--- config.mk ---
export PLATFORM = sky130hd
export DESIGN_NAME = classificador_digito
export DESIGN_NICKNAME = d
export VERILOG_FILES = /design/src/rtl/classificador_pkg.sv /design/src/rtl/classificador_digito_soma_linha.sv /design/src/rtl/classificador_digito.sv
export SDC_FILE = /design/constraint.sdc
export NUM_CORES = 1
export LEC_CHECK = 0
export ABC_AREA = 0
export CORE_MARGIN = 2
export CORE_UTILIZATION = 54
export DETAILED_ROUTE_END_ITERATION = 10
export PLACE_DENSITY = 0.83
export SLEW_MARGIN = 20
export SYNTH_ARGS = -nofsm -noshare
export SYNTH_HDL_FRONTEND = slang
export SYNTH_HIERARCHICAL = 1
export SYNTH_SLANG_ARGS = --single-unit
--- constraint.sdc ---
create_clock -name clk -period 3.1 [get_ports clk]
set_clock_uncertainty 0.1 [all_clocks]
set_input_delay 0.31 -clock clk [delete_from_list [all_inputs] [get_ports clk]]
set_output_delay 0.31 -clock clk [all_outputs]
set_load 0.02 [all_outputs]
--- src/rtl/classificador_pkg.sv ---
// Shared constants and state type for the digit classifier.
// Sized for 11x11 templates of 8-bit differences compared against 10 digits.
package classificador_pkg;

  localparam int N_DIGITS = 10;
  localparam int DIM      = 11;
  localparam int PIX_W    = 8;
  localparam int SUM_W    = 15;
  localparam int ROW_W    = 12;
  localparam int DIG_W    = 4;

  typedef enum logic [1:0] {
    IDLE    = 2'd0,
    ACCUM   = 2'd1,
    COMPARE = 2'd2,
    DONE    = 2'd3
  } state_t;

  // Widen a row sum to score width without sign extension.
  function automatic logic [SUM_W-1:0] widen_row(input logic [ROW_W-1:0] r);
    return {{(SUM_W-ROW_W){1'b0}}, r};
  endfunction

endpackage

--- src/rtl/classificador_digito_soma_linha.sv ---
// Combinational sum of one row of difference pixels.
// A row of DIM maximal pixels (11*255 = 2805) fits in ROW_W bits.
module soma_linha
  import classificador_pkg::*;
(
  input  logic [DIM-1:0][PIX_W-1:0] pix,
  output logic [ROW_W-1:0]          sum
);

  always_comb begin
    sum = '0;
    for (int i = 0; i < DIM; i++) begin
      sum = sum + {{(ROW_W-PIX_W){1'b0}}, pix[i]};
    end
  end

endmodule

--- src/rtl/classificador_digito.sv ---
// Serial minimum-score classifier: accumulates one template row per clock,
// keeps the lowest total and reports the winning digit on a one-cycle valid.
module classificador_digito
  import classificador_pkg::*;
(
  input  logic                      clk,
  input  logic                      rst_n,
  input  logic                      start,
  input  logic [DIM-1:0][PIX_W-1:0] diff_row,
  output logic [DIG_W-1:0]          digit_sel,
  output logic [DIG_W-1:0]          row_sel,
  output logic                      busy,
  output logic                      valid,
  output logic [DIG_W-1:0]          digit_out,
  output logic [SUM_W-1:0]          score_out
);

  localparam logic [DIG_W-1:0] LAST_ROW   = DIG_W'(DIM - 1);
  localparam logic [DIG_W-1:0] LAST_DIGIT = DIG_W'(N_DIGITS - 1);

  state_t             state, state_nxt;
  logic [SUM_W-1:0]   acc, acc_nxt;
  logic [SUM_W-1:0]   best_score, best_score_nxt;
  logic [DIG_W-1:0]   best_digit, best_digit_nxt;
  logic [DIG_W-1:0]   digit_sel_nxt, row_sel_nxt;
  logic               busy_nxt, valid_nxt;
  logic [DIG_W-1:0]   digit_out_nxt;
  logic [SUM_W-1:0]   score_out_nxt;
  logic [ROW_W-1:0]   row_sum;
  logic               win;

  soma_linha u_soma_linha (
    .pix (diff_row),
    .sum (row_sum)
  );

  // Strict compare: on a tie the earlier (lower) digit is kept.
  assign win = (acc < best_score);

  always_ff @(posedge clk or negedge rst_n) begin
    if (!rst_n) begin
      state <= IDLE;
    end else begin
      state <= state_nxt;
    end
  end

  always_comb begin
    state_nxt = state;
    case (state)
      IDLE:    if (start) state_nxt = ACCUM;
      ACCUM:   if (row_sel == LAST_ROW) state_nxt = COMPARE;
      COMPARE: state_nxt = (digit_sel == LAST_DIGIT) ? DONE : ACCUM;
      DONE:    state_nxt = IDLE;
      default: state_nxt = IDLE;
    endcase
  end

  // Result registers are loaded on the COMPARE->DONE edge so valid is
  // visible during the DONE cycle itself.
  always_comb begin
    acc_nxt        = acc;
    best_score_nxt = best_score;
    best_digit_nxt = best_digit;
    digit_sel_nxt  = digit_sel;
    row_sel_nxt    = row_sel;
    busy_nxt       = busy;
    valid_nxt      = 1'b0;
    digit_out_nxt  = digit_out;
    score_out_nxt  = score_out;
    case (state)
      IDLE: begin
        if (start) begin
          busy_nxt       = 1'b1;
          digit_sel_nxt  = '0;
          row_sel_nxt    = '0;
          acc_nxt        = '0;
          best_score_nxt = '1;
        end
      end
      ACCUM: begin
        acc_nxt = acc + widen_row(row_sum);
        if (row_sel < LAST_ROW) row_sel_nxt = row_sel + 1'b1;
      end
      COMPARE: begin
        if (win) begin
          best_score_nxt = acc;
          best_digit_nxt = digit_sel;
        end
        if (digit_sel < LAST_DIGIT) begin
          digit_sel_nxt = digit_sel + 1'b1;
          row_sel_nxt   = '0;
          acc_nxt       = '0;
        end else begin
          valid_nxt     = 1'b1;
          busy_nxt      = 1'b0;
          digit_out_nxt = win ? digit_sel : best_digit;
          score_out_nxt = win ? acc : best_score;
        end
      end
      DONE: begin
        valid_nxt = 1'b0;
      end
      default: begin
        valid_nxt = 1'b0;
      end
    endcase
  end

  always_ff @(posedge clk or negedge rst_n) begin
    if (!rst_n) begin
      acc        <= '0;
      best_score <= '1;
      best_digit <= '0;
      digit_sel  <= '0;
      row_sel    <= '0;
      busy       <= 1'b0;
      valid      <= 1'b0;
      digit_out  <= '0;
      score_out  <= '0;
    end else begin
      acc        <= acc_nxt;
      best_score <= best_score_nxt;
      best_digit <= best_digit_nxt;
      digit_sel  <= digit_sel_nxt;
      row_sel    <= row_sel_nxt;
      busy       <= busy_nxt;
      valid      <= valid_nxt;
      digit_out  <= digit_out_nxt;
      score_out  <= score_out_nxt;
    end
  end

endmodule

## Yosys cells after proc, flatten, opt, wreduce, memory -nomap -nowiden

Index checks and enable logic that the tools add are counted.

- Register bits: 65
- Output and inout port bits: 29
- Logic and storage cells: 69

- Add/sub/neg operators: 13
- Order comparisons: 3
- Equality and inequality tests: 10
- Muxes and demuxes: 22
- Bitwise gates (word level): 1
- Reduce and logical (&&, ||, !) cells: 10

Operator list:

| cell | number |
|---|---|
| $add A12 B8 Y12 | 9 |
| $mux W15 | 4 |
| $pmux W15 S3 | 1 |
| $pmux W15 S2 | 1 |
| $mux W4 | 5 |
| $add A15 B12 Y15 | 1 |
| $lt A15 B15 Y1 | 1 |
| $pmux W4 S3 | 1 |
| $ne A2 B2 Y1 const B | 5 |
| $add A8 B8 Y9 | 1 |
| $reduce_and A3 Y1 | 3 |
| $add A4 B1 Y4 const B | 2 |
| $eq A4 B4 Y1 const B | 2 |
| $lt A4 B4 Y1 const B | 2 |
| $pmux W2 S4 | 1 |
| $pmux W4 S2 | 1 |
| $mux W2 | 3 |
| $reduce_and A2 Y1 | 3 |
| $eq A2 B2 Y1 const B | 2 |
| $mux W1 | 4 |
| $reduce_and A4 Y1 | 1 |
| $reduce_bool A3 Y1 | 1 |
| $eq A2 B1 Y1 const B | 1 |
| $logic_not A2 Y1 | 1 |
| other kinds (3) | 3 |

## Depth between registers and ports, before layout

Gate-level depths: netlist of the first run.

- Word-level depth: 12
- Gate-level depth with buffers: 24
- Mapped depth without buffers: 24

## Hierarchy

Netlist of the first run, hierarchy kept.

By module, submodules not included:

| module | times used | cells an instance | area each (um^2) | seq. area each (um^2) |
|---|---|---|---|---|
| classificador_digito | 1 | 432 | 3958.8 | 1645.3 |
| soma_linha | 1 | 230 | 2247.2 | 0.0 |

## Least setup slack after synthesis of the first run

OpenSTA, ideal clock, no wires.

- Path kind: input port to flip-flop
- From: in diff_row[2] (netlist bit)
- To: reg acc[12]
- Library setup time: 87 ps
- Data arrival time: 5513 ps
- Required time: 2913 ps
- Setup slack: -2599 ps
- Stages: 21
- Cell sequence: inv_1 fa_1 inv_1 fa_1 fa_1 fa_1 inv_1 fa_1 inv_1 ha_1 fa_1 a21oi_1 o21ai_0 a21oi_1 xnor2_1 ha_1 nand2_1 nor3_1 a221oi_2 or4_1 o211ai_1

- Cells in the longest elaborated chain, start to end: 12

RTL lines:

| element | RTL line | RTL |
|---|---|---|
| from (decl) | classificador_digito.sv:9 | `input logic [DIM-1:0][PIX_W-1:0] diff_row,` |
| $add A8 B8 Y9 | classificador_digito_soma_linha.sv:13 | `sum = sum + {{(ROW_W-PIX_W){1'b0}}, pix[i]};` |
| $add A12 B8 Y12 (9 in series) | classificador_digito_soma_linha.sv:13 |  |
| via row_sum[8] | classificador_digito.sv:29 | `logic [ROW_W-1:0] row_sum;` |
| $add A15 B12 Y15 | classificador_digito.sv:82 | `acc_nxt = acc + widen_row(row_sum);` |
| $pmux W15 S3 | classificador_digito.sv:71 | `case (state)` |
| to (signal assigned) | classificador_digito.sv:122 | `acc <= acc_nxt;` |
| to (decl) | classificador_digito.sv:22 | `logic [SUM_W-1:0] acc, acc_nxt;` |

The timed path passes the listed nets, and every way through them passes these cells.
A chain may end at the register's enable or synchronous reset.

## Worst setup path in the final report of the first run

- From: in diff_row[68] (netlist bit)
- To: reg acc[12]

- Cells in the longest elaborated chain, start to end: 5

RTL lines:

| element | RTL line |
|---|---|
| $add A12 B8 Y12 (3 in series) | classificador_digito_soma_linha.sv:13 |
| via row_sum[6] | classificador_digito.sv:29 |
| $add A15 B12 Y15 | classificador_digito.sv:82 |
| $pmux W15 S3 | classificador_digito.sv:71 |

The timed path passes the listed nets, and every way through them passes these cells.

==> summary.md, run 1 <==
| Metric | Value |
|---|---|
| Outcome | finished with violations |
| Failing checks | setup timing |
| Post-synth ARST share | 100% |
| Buf/Inv on CP | 8 |
| Total gr overflow | 0 |
| Worst path max stage delay | approximately 0.57 ns |
| Clk slew on worst S/H paths | 0.06 ns |
| Netlist cell types | between 50 and 60 |
| Root buf cell | clkbuf_16 |
| Via count | 5732 |
| Final Hold Fails | 0 |
| CTS tree | done |
| Worst Tran Pin Value | about 0.80 ns |
| IO Port Bufs | approximately 120 |
| Setup Slack @ Placement | -3.08 ns |
| RSZ-0062 raised after global routing | yes |
| Core area | roughly 11000 um2 |
| Initial antenna violation count | 0 |
| Synth Register Bits | 65 |
| HPWL after detailed placement | 11.8 mm |
| Drt total wl | roughly 18 mm |
| Critical setup path kind | in2reg |
| Antenna cells | 0 |
| CP dominant cell by count | fa_1 |
| Finish-stage setup viols | 14 |
| Req. time, crit path | approximately 3.2 ns |
| Syn. warnings | 6 |
| Nets | between 1000 and 1500 |
| Initial core utilization | around 55% |
| Slew margin rel. | between 40% and 50% |
| Multi-input logic area | 4350 um2 |
| TritonCTS buffer count | 9 |
| # IOs | 120 |
| Largest net degree at the start of global routing | 40 |
| Worst skew pair latency | about 0.34 ns |
| Most common cell after layout, fill and taps aside | inv_1 |
| Synth area leaders | fa_1, dfrtp_1, ha_1 |
| Layout area overhead | 37.9% |
| Final Wtd Congestion | around 0.94 |
| Max Root-Sink Buffers | 2 |
| Post-synth top flop | dfrtp_1 |
| Post-layout utilization of the core | around 76% |
| Vias per inst | 5.89 |
| MaxCap Viol Count | 0 |
| Startpoint Class | input port |
| Drt wl/cell | 18.6 um |
| DR pass1 iterations | 6 |
| Hold slack | approximately 0.25 ns |
| Fin area | ~8600 um2 |
| Antenna Nets Post-Route | 0 |
| Synth Net Count | between 800 and 900 |
| Number of synthesized flops with an enable pin | 0 |
| CP Cell Sequence | clkdlybuf4s50_1 -> fa_1 -> inv_1 -> fa_2 -> fa_1 -> inv_1 -> fa_1 -> inv_2 -> fa_1 -> inv_2 -> ha_4 -> buf_4 -> inv_1 -> o21bai_4 -> xor2_2 -> ha_4 -> a21o_1 -> buf_4 -> a21oi_4 -> nor3_4 -> a221oi_4 -> or4_1 -> o211ai_1 |
| Commonest non-fill, non-tap cells in the layout | inv_1, clkdlybuf4s50_1, buf_4, fa_1, dfrtp_1 |
| First-pass GRT wire length | 27.1 mm |
| Drt first-iter violations | just over 500 |
| Row cnt | 39 |
| CP Max Fanout | 4 |
| Reg area | 1650 um2 |
| CP max-delay cell | fa_1 |
| Synth top area share | 22.9% |
| Critical path capture point type | register |
| Worst setup margin | -2.51 ns |
| Cell area after synthesis | between 6000 and 7000 um2 |
| Chip height | between 100 and 150 um |
| F_max | 178 MHz |
| Worst hold path type | in2async |
| Fillcell total | 740 |
| Sequential cell area fraction in the yosys report | between 20% and 30% |
| Die width | approximately 110 um |
| Layout cells sized above 1 | 29.0% |
| CTS sink cnt | between 60 and 70 |
| Syn_area_per_cell | 9.37 um2 |
| CP Data Arrival Time | 5.75 ns |
| Vias in the first global route | 5791 |
| Largest area contributor in the netlist | fa_1 |
| Total GRT Usage | roughly a quarter |
| Residual DRC count | 0 |
| H-tree Lvls | 3 |
| Die ar. | between 10000 and 15000 um2 |
| Crit path max-delay family | adder cells |
| Cell Area, Placed | roughly 7900 um2 |
| Period utilization | 181% |
| Syn Inst Count | approximately 660 |
| Minimum clock period | approximately 5.6 ns |
| Fin. max-slew vios | 0 |
-- through the flow --
step,TNS [ns],instances
finish,-26.45,974
global route,-28.07,974
CTS,-25.36,972
detailed placement,-36.01,944
global placement,-34.63,944
floorplan,-23.62,662
-- worst paths after layout --
check,slack [ns],end,startpoint,cells after the start
worst min register to register,0.38,score_out[7],score_out[7],2
max in group asynchronous,1.92,best_score[12],rst_n,3
worst max-delay path,-2.51,acc[12],diff_row[68],23
min in group clk,0.38,score_out[7],score_out[7],2
worst min-delay path,0.25,best_digit[2],rst_n,2
worst max register to register,0.54,best_digit[2],best_score[4],8
-- timing repair --
action	4_1_cts	5_1_grt
buffers inserted	11	3
hold endpoints to repair	8	0
hold buffers	1	0
resized for setup	201	38
gates cloned	0	0
endpoints found under the setup margin	14	14
pin swaps	83	36
-- state kept, by name, summed over array words and instances (netlist names) --
| name | flops |
|---|---|
| acc | 15 |
| best_digit | 4 |
| best_score | 15 |
| busy | 1 |
| digit_out | 4 |
| digit_sel | 4 |
| row_sel | 4 |
| score_out | 15 |
| state | 2 |
| valid | 1 |
-- metal layers --
metal	wire length [um]	vias up	global-route usage (%)	share of wire [%]
met5	0	-	0	0
met4	897	0	8.89	5.0
met3	1250	91	3.88	6.9
met2	9270	318	46.3	51
met1	6670	2803	33.9	37
li1	-	2520	-	-
-- worst reg2reg max path, delay by kind of cell (launching register included) --
kind            cells  cell delay, ns
compound gates      4            0.76
fa+ha+maj           1            0.30
buf+inv             1            0.05
flops               1            0.55
mux                 1            0.40
simple gates        1            0.28
-- Yosys cell counts, types with 3 or more instances --
master and number:
mux2i_1 3, xor2_1 4, buf_4 3, o21ai_1 3
o211ai_1 22, dfstp_2 15, inv_1 132, ha_1 48
a21oi_2 3, o21bai_1 3, a21o_1 10, o21a_1 3
a22o_1 3, clkbuf_1 9, o21ai_0 33, nor3_1 5
buf_6 3, fa_1 71, buf_2 12, xnor2_1 11
nand2_1 47, or3_1 4, a21oi_1 27, nor2_1 34
nand3_1 25, nor3b_1 4, mux2_2 5, nor2b_1 4
dfrtp_1 50, nand4_1 37
-- final cells by class --
type                       count  share of cell area (%)
inverter                     134                    5.99
timing repair buffer         180                    18.4
multi-input combinational    436                    50.8
sequential                    65                    19.2
clock inverter                 6                   0.789
tap                          143                    2.09
clock buffer                  10                    2.79
-- logic make-up (layout without fill, tap and decap cells) --
family	Yosys count	count (layout)	share of synthesized area [%]
and+or+nand+nor	171	171	13.8
buffers and inverters	161	330	10.5
AOI/OAI and AO/OA	123	123	13.1
adders and majority gates	119	119	32.6
DFF	65	65	26.5
xor gates and xnor gates	15	15	2.12
muxes	8	8	1.39
Power of run 1 is left out: the tool's default activity adds up to more than one toggle a clock period on the data nets, which glitch-free logic cannot reach.
==> inputs of run 2 (changes only) <==
--- a/config.mk
+++ b/config.mk
@@ -8,6 +8,7 @@
 export ABC_AREA = 0
 export CORE_MARGIN = 2
 export CORE_UTILIZATION = 54
+export CTS_CLUSTER_SIZE = 24
 export DETAILED_ROUTE_END_ITERATION = 10
 export PLACE_DENSITY = 0.83
 export SLEW_MARGIN = 20
@@ -15,3 +16,4 @@
 export SYNTH_HDL_FRONTEND = slang
 export SYNTH_HIERARCHICAL = 1
 export SYNTH_SLANG_ARGS = --single-unit
+export TNS_END_PERCENT = 50
==> run 2 against run 1 <==
The run still ends with setup timing left. Worst hold slack worse by 0.23 ns. Register-to-register slack worse by 0.07 ns. Final cell count is 0.21% higher. Final area is 1.1% lower. Critical path depth is 1 lower. Non-clock buffer count is 2 higher. Wire length is 6.1% lower. Sequential cell count stayed put.
==> summary.md, run 2 (same netlist as run 1, synthesis figures left out) <==
| Metric | Value |
|---|---|
| Worst Tran Pin Value | 0.865 ns (was 0.798 ns) |
| Req. time, crit path | 3.26 ns (was 3.24 ns) |
| Slew margin rel. | 42.2% (was 46.7%) |
| Largest regs | acc x15, best_score x15, score_out x15 (unchanged) |
| Initial core utilization | 54.8% (unchanged) |
| Worst hold path type | in2async (unchanged) |
| Most Crowded Layer GR | met2 (unchanged) |
| HPWL after detailed placement | 11.4 mm (was 11.8 mm) |
| Row cnt | 39 (unchanged) |
| Die ar. | 12400 um2 (unchanged) |
| Startpoint Class | input port (unchanged) |
| Critical setup path kind | in2reg (unchanged) |
| Most common cell after layout, fill and taps aside | inv_1 (unchanged) |
| Finish-stage setup viols | 14 (unchanged) |
| F_max | 183 MHz (was 178 MHz) |
| Drt first-iter violations | 546 (was 509) |
| Antenna Nets Post-Route | 0 (unchanged) |
| Critical path capture point type | register (unchanged) |
| # IOs | 120 (unchanged) |
| Fillcell total | 726 (was 740) |
| Vias per inst | 5.74 (was 5.89) |
| Buf/Inv on CP | 5 (was 8) |
| Worst skew pair latency | 0.34 ns (about the same) |
| IO Port Bufs | 119 (unchanged) |
| CTS tree | done (unchanged) |
| Met2 usage | 46.4% (was 46.3%) |
| Worst reg2reg path endpoint | best_score[12] (was best_digit[2]) |
| Vias in the first global route | 5798 (was 5791) |
| Layout area overhead | 36.5% (was 37.9%) |
| First-pass GRT wire length | 26.7 mm (was 27.1 mm) |
| Final Wtd Congestion | 0.907 (was 0.939) |
| CP Cell Sequence | buf_6 -> inv_2 -> fa_1 -> inv_2 -> fa_1 -> fa_1 -> fa_1 -> inv_2 -> fa_1 -> inv_2 -> ha_4 -> fa_2 -> a21oi_2 -> o21bai_2 -> xor2_1 -> ha_2 -> a21o_1 -> nor3_2 -> nor3_4 -> a221oi_4 -> or4_4 -> o211ai_1 (was clkdlybuf4s50_1 -> fa_1 -> inv_1 -> fa_2 -> fa_1 -> inv_1 -> fa_1 -> inv_2 -> fa_1 -> inv_2 -> ha_4 -> buf_4 -> inv_1 -> o21bai_4 -> xor2_2 -> ha_4 -> a21o_1 -> buf_4 -> a21oi_4 -> nor3_4 -> a221oi_4 -> or4_1 -> o211ai_1) |
| TritonCTS buffer count | 9 (unchanged) |
| Commonest non-fill, non-tap cells in the layout | inv_1, buf_4, fa_1 (was inv_1, clkdlybuf4s50_1, buf_4, fa_1, dfrtp_1) |
| DR pass1 iterations | 4 (was 6) |
| Failing checks | setup timing (unchanged) |
| Period utilization | 176% (was 181%) |
| Minimum clock period | 5.46 ns (was 5.61 ns) |
| Layout cells sized above 1 | 28.7% (was 29.0%) |
| Via count | 5600 (was 5732) |
| Core area | 11300 um2 (unchanged) |
| MaxCap Viol Count | 0 (unchanged) |
| R2R Setup Slk | 0.47 ns (was 0.54 ns) |
| Crit path max-delay family | adder cells (unchanged) |
| Nets | 1038 (was 1036) |
| GR Layer Usage met3 | 4.59% (was 3.88%) |
| Die width | 111 um (unchanged) |
| CTS sink cnt | 65 (unchanged) |
| Initial antenna violation count | 0 (unchanged) |
| Worst setup margin | -2.36 ns (was -2.51 ns) |
| H-tree Lvls | 3 (unchanged) |
| CP max-delay cell | fa_1 (unchanged) |
| R2R cell count | 9 (was 8) |
| CTS Hold Bufs | 0 (was 1) |
| Residual DRC count | 0 (unchanged) |
| GR Util met1 | 31.5% (was 33.9%) |
| Chip height | 111 um (unchanged) |
| Largest net degree at the start of global routing | 66 (was 40) |
| Worst path max stage delay | 0.56 ns (was 0.57 ns) |
| Antenna cells | 0 (unchanged) |
| Total gr overflow | 0 (unchanged) |
| Drt wl/cell | 17.4 um (was 18.6 um) |
| Outcome | finished with violations (unchanged) |
| Reg2reg start | best_score[4] (unchanged) |
| Root buf cell | clkbuf_16 (unchanged) |
| Post-layout utilization of the core | 74.8% (was 75.6%) |
| CP Data Arrival Time | 5.62 ns (was 5.75 ns) |
| Fin. max-slew vios | 0 (unchanged) |
| Clk slew on worst S/H paths | 0.06 ns (about the same) |
| Max Root-Sink Buffers | 2 (unchanged) |
| RSZ-0062 raised after global routing | yes (unchanged) |
| Final Hold Fails | 0 (unchanged) |
| Setup TNS | -26.81 ns (was -26.45 ns) |
| CP Max Fanout | 4 (unchanged) |
| Drt total wl | 17.0 mm (was 18.1 mm) |
| Total GRT Usage | 26.3% (was 26.5%) |
| CP dominant cell by count | fa_1 (unchanged) |
## run 2: worst max-delay path by stage
stage	startpoint	to	slack [ns]	cells after the start
3_5_place_dp	diff_row[42]	acc[14]	-3.08	22
5_1_grt	diff_row[18]	acc[13]	-2.50	24
6_report	diff_row[34]	acc[12]	-2.36	22
4_1_cts	diff_row[34]	acc[12]	-2.17	23
2_1_floorplan	diff_row[42]	acc[14]	-2.20	21
3_3_place_gp	diff_row[42]	acc[14]	-2.93	22
## run 2: what timing repair did
item | CTS | global route
endpoints found under the setup margin | 14 | 14
setup buffers | 9 | 4
pin swaps | 90 | 47
gates resized for setup | 182 | 49
cloned | 0 | 0
## run 2: worst register-to-register path: stages, from the launching register on
cell and delay (ns):
dfstp_2 0.54, inv_1 0.04, ha_1 0.30, a21oi_1 0.16
o21ai_0 0.11, a21oi_1 0.29, o31a_1 0.35, buf_4 0.35
nand4_1 0.17, o21ai_0 0.14
## run 2: final cells by class
| class | count | area (um2) | area share [%] |
|---|---|---|---|
| multi-input combinational | 436 | 4270 | 50.5 |
| sequential | 65 | 1650 | 19.4 |
| timing repair buffer | 182 | 1580 | 18.6 |
| inverter | 134 | 510 | 6.03 |
| clock buffer | 9 | 225 | 2.66 |
| tap | 143 | 179 | 2.11 |
| clock inverter | 7 | 56.3 | 0.665 |
## run 2: stage by stage
step	cell area (um2)	cells	worst slack [ns]	hold slack, ns
floorplan	6290	662	-2.20	-0.0856
global placement	7900	948	-2.93	0.360
detailed placement	7900	948	-3.08	0.366
CTS	8350	973	-2.17	0.0720
global route	8470	976	-2.50	0.123
finish	8470	976	-2.36	0.0275
## run 2: per-layer routing
layer	part of all wire, %	vias up
met5	0	-
met4	3.8	0
met3	5.8	67
met2	54	255
met1	37	2754
li1	-	2524
Power of run 2 is left out for the same reason.
